[config.mk]
export PLATFORM = sky130hd
export DESIGN_NAME = timer_counter
export DESIGN_NICKNAME = d
export VERILOG_FILES = /design/src/rtl/timer_pkg.sv /design/src/rtl/timer_prescaler.sv /design/src/rtl/timer_counter.sv
export SDC_FILE = /design/constraint.sdc
export NUM_CORES = 1
export LEC_CHECK = 0
export CORE_MARGIN = 2
export CORE_UTILIZATION = 56
export DETAILED_ROUTE_END_ITERATION = 10
export PLACE_DENSITY_LB_ADDON = 0.3
export SKIP_LAST_GASP = 1
export SYNTH_ARGS = -nofsm -noshare
export SYNTH_HDL_FRONTEND = slang
export SYNTH_SLANG_ARGS = --single-unit
export TNS_END_PERCENT = 100
[constraint.sdc]
create_clock -name clk_i -period 7.15 [get_ports clk_i]
set_input_delay 1.43 -clock clk_i [delete_from_list [all_inputs] [get_ports clk_i]]
set_output_delay 1.43 -clock clk_i [all_outputs]
set_load 0.05 [all_outputs]
[src/rtl/timer_pkg.sv]
// Shared state encoding and default sizes for the down-counting timer.
package timer_pkg;

  typedef enum logic [1:0] {
    ST_IDLE  = 2'd0,
    ST_RUN   = 2'd1,
    ST_PAUSE = 2'd2
  } state_e;

  localparam int unsigned TIMER_WIDTH_DEF = 32;
  localparam int unsigned TIMER_EVT_W_DEF = 8;

endpackage

[src/rtl/timer_prescaler.sv]
// Divides RUN cycles by PRESCALE: tick_o is high on the enabled cycle where the
// phase counter sits at PRESCALE-1; the counter then wraps to 0.
module timer_prescaler #(
  parameter int PRESCALE = 4
) (
  input  logic clk_i,
  input  logic rst_ni,
  input  logic en_i,
  input  logic clr_i,
  output logic tick_o
);

  localparam int PW = $clog2(PRESCALE);

  logic [PW-1:0] cnt_q, cnt_d;

  assign tick_o = en_i && (cnt_q == PW'(PRESCALE - 1));

  always_comb begin
    cnt_d = cnt_q;
    if (clr_i) begin
      cnt_d = '0;
    end else if (en_i) begin
      cnt_d = tick_o ? '0 : cnt_q + PW'(1);
    end
  end

  always_ff @(posedge clk_i or negedge rst_ni) begin
    if (!rst_ni) begin
      cnt_q <= '0;
    end else begin
      cnt_q <= cnt_d;
    end
  end

endmodule

[src/rtl/timer_counter.sv]
// Loadable WIDTH-bit countdown timer with run/pause, one-shot/auto-reload, done pulse
// and saturating expiry count. TIMER_PRESCALE_EN inserts a divide-by-PRESCALE tick.
module timer_counter
  import timer_pkg::*;
#(
  parameter int WIDTH    = TIMER_WIDTH_DEF,
  parameter int PRESCALE = 4,
  parameter int EVT_W    = TIMER_EVT_W_DEF
) (
  input  logic             clk_i,
  input  logic             rst_ni,
  input  logic             load_en_i,
  input  logic [WIDTH-1:0] load_value_i,
  input  logic             start_i,
  input  logic             stop_i,
  input  logic             auto_reload_i,
  output logic [WIDTH-1:0] count_o,
  output logic             busy_o,
  output logic             done_o,
  output logic [EVT_W-1:0] events_o
);

  state_e           state_q, state_d;
  logic [WIDTH-1:0] count_q, count_d;
  logic [WIDTH-1:0] reload_q, reload_d;
  logic [EVT_W-1:0] events_q, events_d;
  logic             done_q, done_d;
  logic             tick;

`ifdef TIMER_PRESCALE_EN
  logic pre_en, pre_clr;

  // Load or stop on this edge must not advance the phase; IDLE keeps it at 0.
  assign pre_en  = (state_q == ST_RUN) && !load_en_i && !stop_i;
  assign pre_clr = load_en_i || (state_q == ST_IDLE);

  timer_prescaler #(.PRESCALE(PRESCALE)) u_prescaler (
    .clk_i  (clk_i),
    .rst_ni (rst_ni),
    .en_i   (pre_en),
    .clr_i  (pre_clr),
    .tick_o (tick)
  );
`else
  // No division: every RUN cycle is a tick (PRESCALE is always >= 2, so this is 1).
  assign tick = (PRESCALE >= 1);
`endif

  always_comb begin
    state_d  = state_q;
    count_d  = count_q;
    reload_d = reload_q;
    events_d = events_q;
    done_d   = 1'b0;
    if (load_en_i) begin
      reload_d = load_value_i;
      count_d  = load_value_i;
      events_d = '0;
      state_d  = ST_IDLE;
    end else if (stop_i) begin
      if (state_q == ST_RUN) state_d = ST_PAUSE;
    end else begin
      unique case (state_q)
        ST_IDLE: begin
          if (start_i) begin
            if (count_q != '0) state_d = ST_RUN;
            else               done_d  = 1'b1;
          end
        end
        ST_PAUSE: begin
          if (start_i) state_d = ST_RUN;
        end
        ST_RUN: begin
          if (tick) begin
            // RUN is only entered with a non-zero count, so anything not above 1 is expiry.
            if (count_q > WIDTH'(1)) begin
              count_d = count_q - WIDTH'(1);
            end else begin
              done_d = 1'b1;
              if (events_q != '1) events_d = events_q + EVT_W'(1);
              if (auto_reload_i && (reload_q != '0)) begin
                count_d = reload_q;
              end else begin
                count_d = '0;
                state_d = ST_IDLE;
              end
            end
          end
        end
        default: state_d = ST_IDLE;
      endcase
    end
  end

  always_ff @(posedge clk_i or negedge rst_ni) begin
    if (!rst_ni) begin
      state_q  <= ST_IDLE;
      count_q  <= '0;
      reload_q <= '0;
      events_q <= '0;
      done_q   <= 1'b0;
    end else begin
      state_q  <= state_d;
      count_q  <= count_d;
      reload_q <= reload_d;
      events_q <= events_d;
      done_q   <= done_d;
    end
  end

  assign count_o  = count_q;
  assign busy_o   = (state_q == ST_RUN);
  assign done_o   = done_q;
  assign events_o = events_q;

endmodule

==> flow_summary_export.csv <==
group,metric,value,unit
global_routing,track_usage,0.288,
power,powerDensity,212,mW/mm²
layout,drive_above_1_share,0.119,
synthesis,synthSimpleGateAreaFrac,0.173,
floorplanning,die-area,0.00810,mm²
power,vdd_drop_max,0.121,mV
layout,multi_input_area,0.00211,mm²
cts,cts_tree,"yes",
timing,slew_viol_final,0,
floorplanning,num_io_pins,80,
timing,fin_crit,3540,ps
timing,rsz0062_at_grt,"no",
synthesis,synth_area_leaders,"dfrtp_1 45%, mux2_2 7.3%, xnor2_1 4.2%",
global_routing,antenna_found_initial,0,
synthesis,yosys_warnings,0,
setup_path,criticalPathCategory,"in2reg",
cts,ctsResizeCount,0,
floorplanning,fp.dieW,90.0,µm
setup_path,crit_required,7440,ps
detailed_routing,vias,3805,
place,port_buffers,79,
setup_path,rr_startpoint,"count_o[26]",
detailed_routing,drc_errors,0,
synthesis,yosys.area_share.adder,0.0121,
setup_path,arrival,3830,ps
cts,cts_made_buffers,9,
cts,clk_pin_slew,70,ps
synthesis,synthesis.nets,455,
synthesis,synthCells,413,
synthesis,synth_xor_area_frac,0.0571,
min_path,holdPathStages,1,
synthesis,synth_top_family_by_area,"compound AO/OA/AOI/OAI gates",
synthesis,yosysSeqAreaShare,0.453,
timing,fin_setup_tns,0,ps
timing,worstMarginPinSlew,951,ps
place,hpwl,7990,µm
cts,cts_buffer_depth,2,
global_routing,grt_remaining_overflow,0,
synthesis,ys_types,55,
power,switchingPower,381,µW
cts,postCtsSetupBuffers,0,
synthesis,synth-edff-count,0,
power,power_frac_seq,0.477,
setup_path,cp-end-kind,"register",
timing,hold_slack,531,ps
synthesis,synth_compound_area_frac,0.190,
synthesis,synthMuxAreaShare,0.0761,
synthesis,yosys.area.top_type,"dfrtp_1",
synthesis,yosysMostFrequentCell,"dfrtp_1",
setup_path,r2r_end,"state_q[0]",
status,status,"completed",
synthesis,synthArstFlopShare,1.00,
job,maxCapViolCount,0,
min_path,hp-class,"reg2reg",
power,combPwrFrac,0.257,
detailed_routing,first_iter_violations,352,
timing,min_period_over_period,0.494,
layout,regArea,0.00188,mm²
setup_path,cp_max_fo,11,
cts,hold_buffers,0,
setup_path,startpoint_type,"input pin",
setup_path,reg2reg_depth,7,
layout,final_area,0.00513,mm²
synthesis,synth_top_cells_by_count,"75 x dfrtp_1, 34 x nor2_1, 27 x mux2_2",
timing,setup_viol,0,
timing,hold_violations,0,
layout,fin_nets,527,
place,place_area,0.00497,mm²
detailed_routing,routedWlPerCell,19.7,µm
power,intPower,708,µW
floorplanning,start_util,0.574,
cts,htreeDepth,3,
timing,max_freq,283,MHz
timing,fin_worst_skew,9.57,ps
cts,cts_root_buf,"clkbuf_8",
synthesis,ys.flop_type,"dfrtp_1",
layout,diodes,0,
synthesis,synth.cell_area,0.00414,mm²
layout,n_fill_cell,569,
global_routing,grt_pass1_vias,3635,
synthesis,synth_top_area_frac,0.453,
place,gp_congestion,0.941,
global_routing,grt_pass1_wl,18700,µm
detailed_routing,drtAntennaViolNets,0,
synthesis,ys_seq_elements,75,
floorplanning,core_area,0.00721,mm²
layout,syn_to_final_growth,23.9,%
min_path,hold_end,"count_o[17]",
power,swShare,0.350,
global_routing,grt_max_degree,76,
min_path,min_from,"reload_q[17]",
floorplanning,num_rows,31,
detailed_routing,drtPass1Iterations,6,
power,p_leak,0.00200,µW
floorplanning,die_h,90.0,µm
setup_path,r2r_setup_slack,3740,ps
timing,slew_headroom,0.366,
detailed_routing,via_per_inst,6.47,
power,clock_power_share,0.266,
cts,clock_latency,360,ps
detailed_routing,wirelength,11600,µm
synthesis,synth.avg_cell_area,10.0,µm²
cts,cts.sinks,75,
-- state kept, by name (all words and copies together) (netlist names) --
name      cells
count_o      32
done_o        1
events_o      8
reload_q     32
state_q       2
-- cell families after synthesis --
family                     count (synthesis)
xor gates and xnor gates                  27
buffers and inverters                     36
and+or+nand+nor                          133
AOI/OAI and AO/OA                        110
DFF                                       75
muxes                                     28
adders and majority gates                  4
-- power groups by stage --
| stage | logic (µW) | registers, µW | clock network, µW |
|---|---|---|---|
| 6_report | 280 | 519 | 290 |
| 3_5_place_dp | 278 | 524 | 0 |
| 2_1_floorplan | 103 | 584 | 0 |
| 3_3_place_gp | 273 | 523 | 0 |
| 4_1_cts | 279 | 517 | 291 |
| 5_1_grt | 297 | 524 | 310 |
-- through the flow --
stage / worst slack [ps] / utilization / power [µW] / cells
after detailed placement: 3400 / 0.689 / 802 / 573
after global routing: 3430 / 0.712 / 1130 / 588
after floorplan: 4360 / - / 687 / 413
final: 3610 / 0.712 / 1090 / 588
after CTS: 3750 / 0.712 / 1090 / 588
after global placement: 3510 / 0.689 / 796 / 573
-- worst max-delay path, cell delays in order --
cell and delay, ps:
clkdlybuf4s50_1 500, inv_1 140, nand2_1 200, nor2_1 620, nand2_1 440, o41ai_1 360
a211o_1 140
-- cell usage in the layout (no fill, tap or decap), types with 7 or more instances in the layout --
master / instances
o21ai_0: 25
a221o_1: 9
nand3_1: 16
nor2_1: 34
xnor2_1: 20
a211oi_1: 8
xor2_1: 7
clkbuf_8: 10
nor4_1: 13
nor3_1: 10
dfrtp_1: 75
or3_1: 7
a211o_1: 7
nand2_1: 23
a21oi_1: 21
mux2_2: 27
inv_1: 14
clkdlybuf4s50_1: 77
-- routing by layer --
layer / GRT usage / up-vias / part of all wire
met5: 0 / - / 0
met4: 0.100 / 0 / 0.020
met3: 0.0570 / 24 / 0.082
met2: 0.445 / 211 / 0.47
met1: 0.408 / 1880 / 0.43
li1: - / 1690 / -
-- final cells by class --
class	instances	area share
multi-input combinational	302	0.411
sequential	75	0.366
timing repair buffer	83	0.158
clock buffer	12	0.0283
tap	99	0.0241
inverter	14	0.0102
clock inverter	3	0.00292
-- worst max-delay path by stage --
| stage | start | cells after the start | to |
|---|---|---|---|
| 2_1_floorplan | stop_i | 7 | count_o[22] |
| 3_3_place_gp | load_en_i | 7 | count_o[17] |
| 3_5_place_dp | stop_i | 7 | count_o[17] |
| 4_1_cts | stop_i | 7 | count_o[17] |
| 5_1_grt | stop_i | 7 | count_o[17] |
| 6_report | stop_i | 7 | count_o[17] |
No activity file was read; power rests on OpenSTA's default activity.
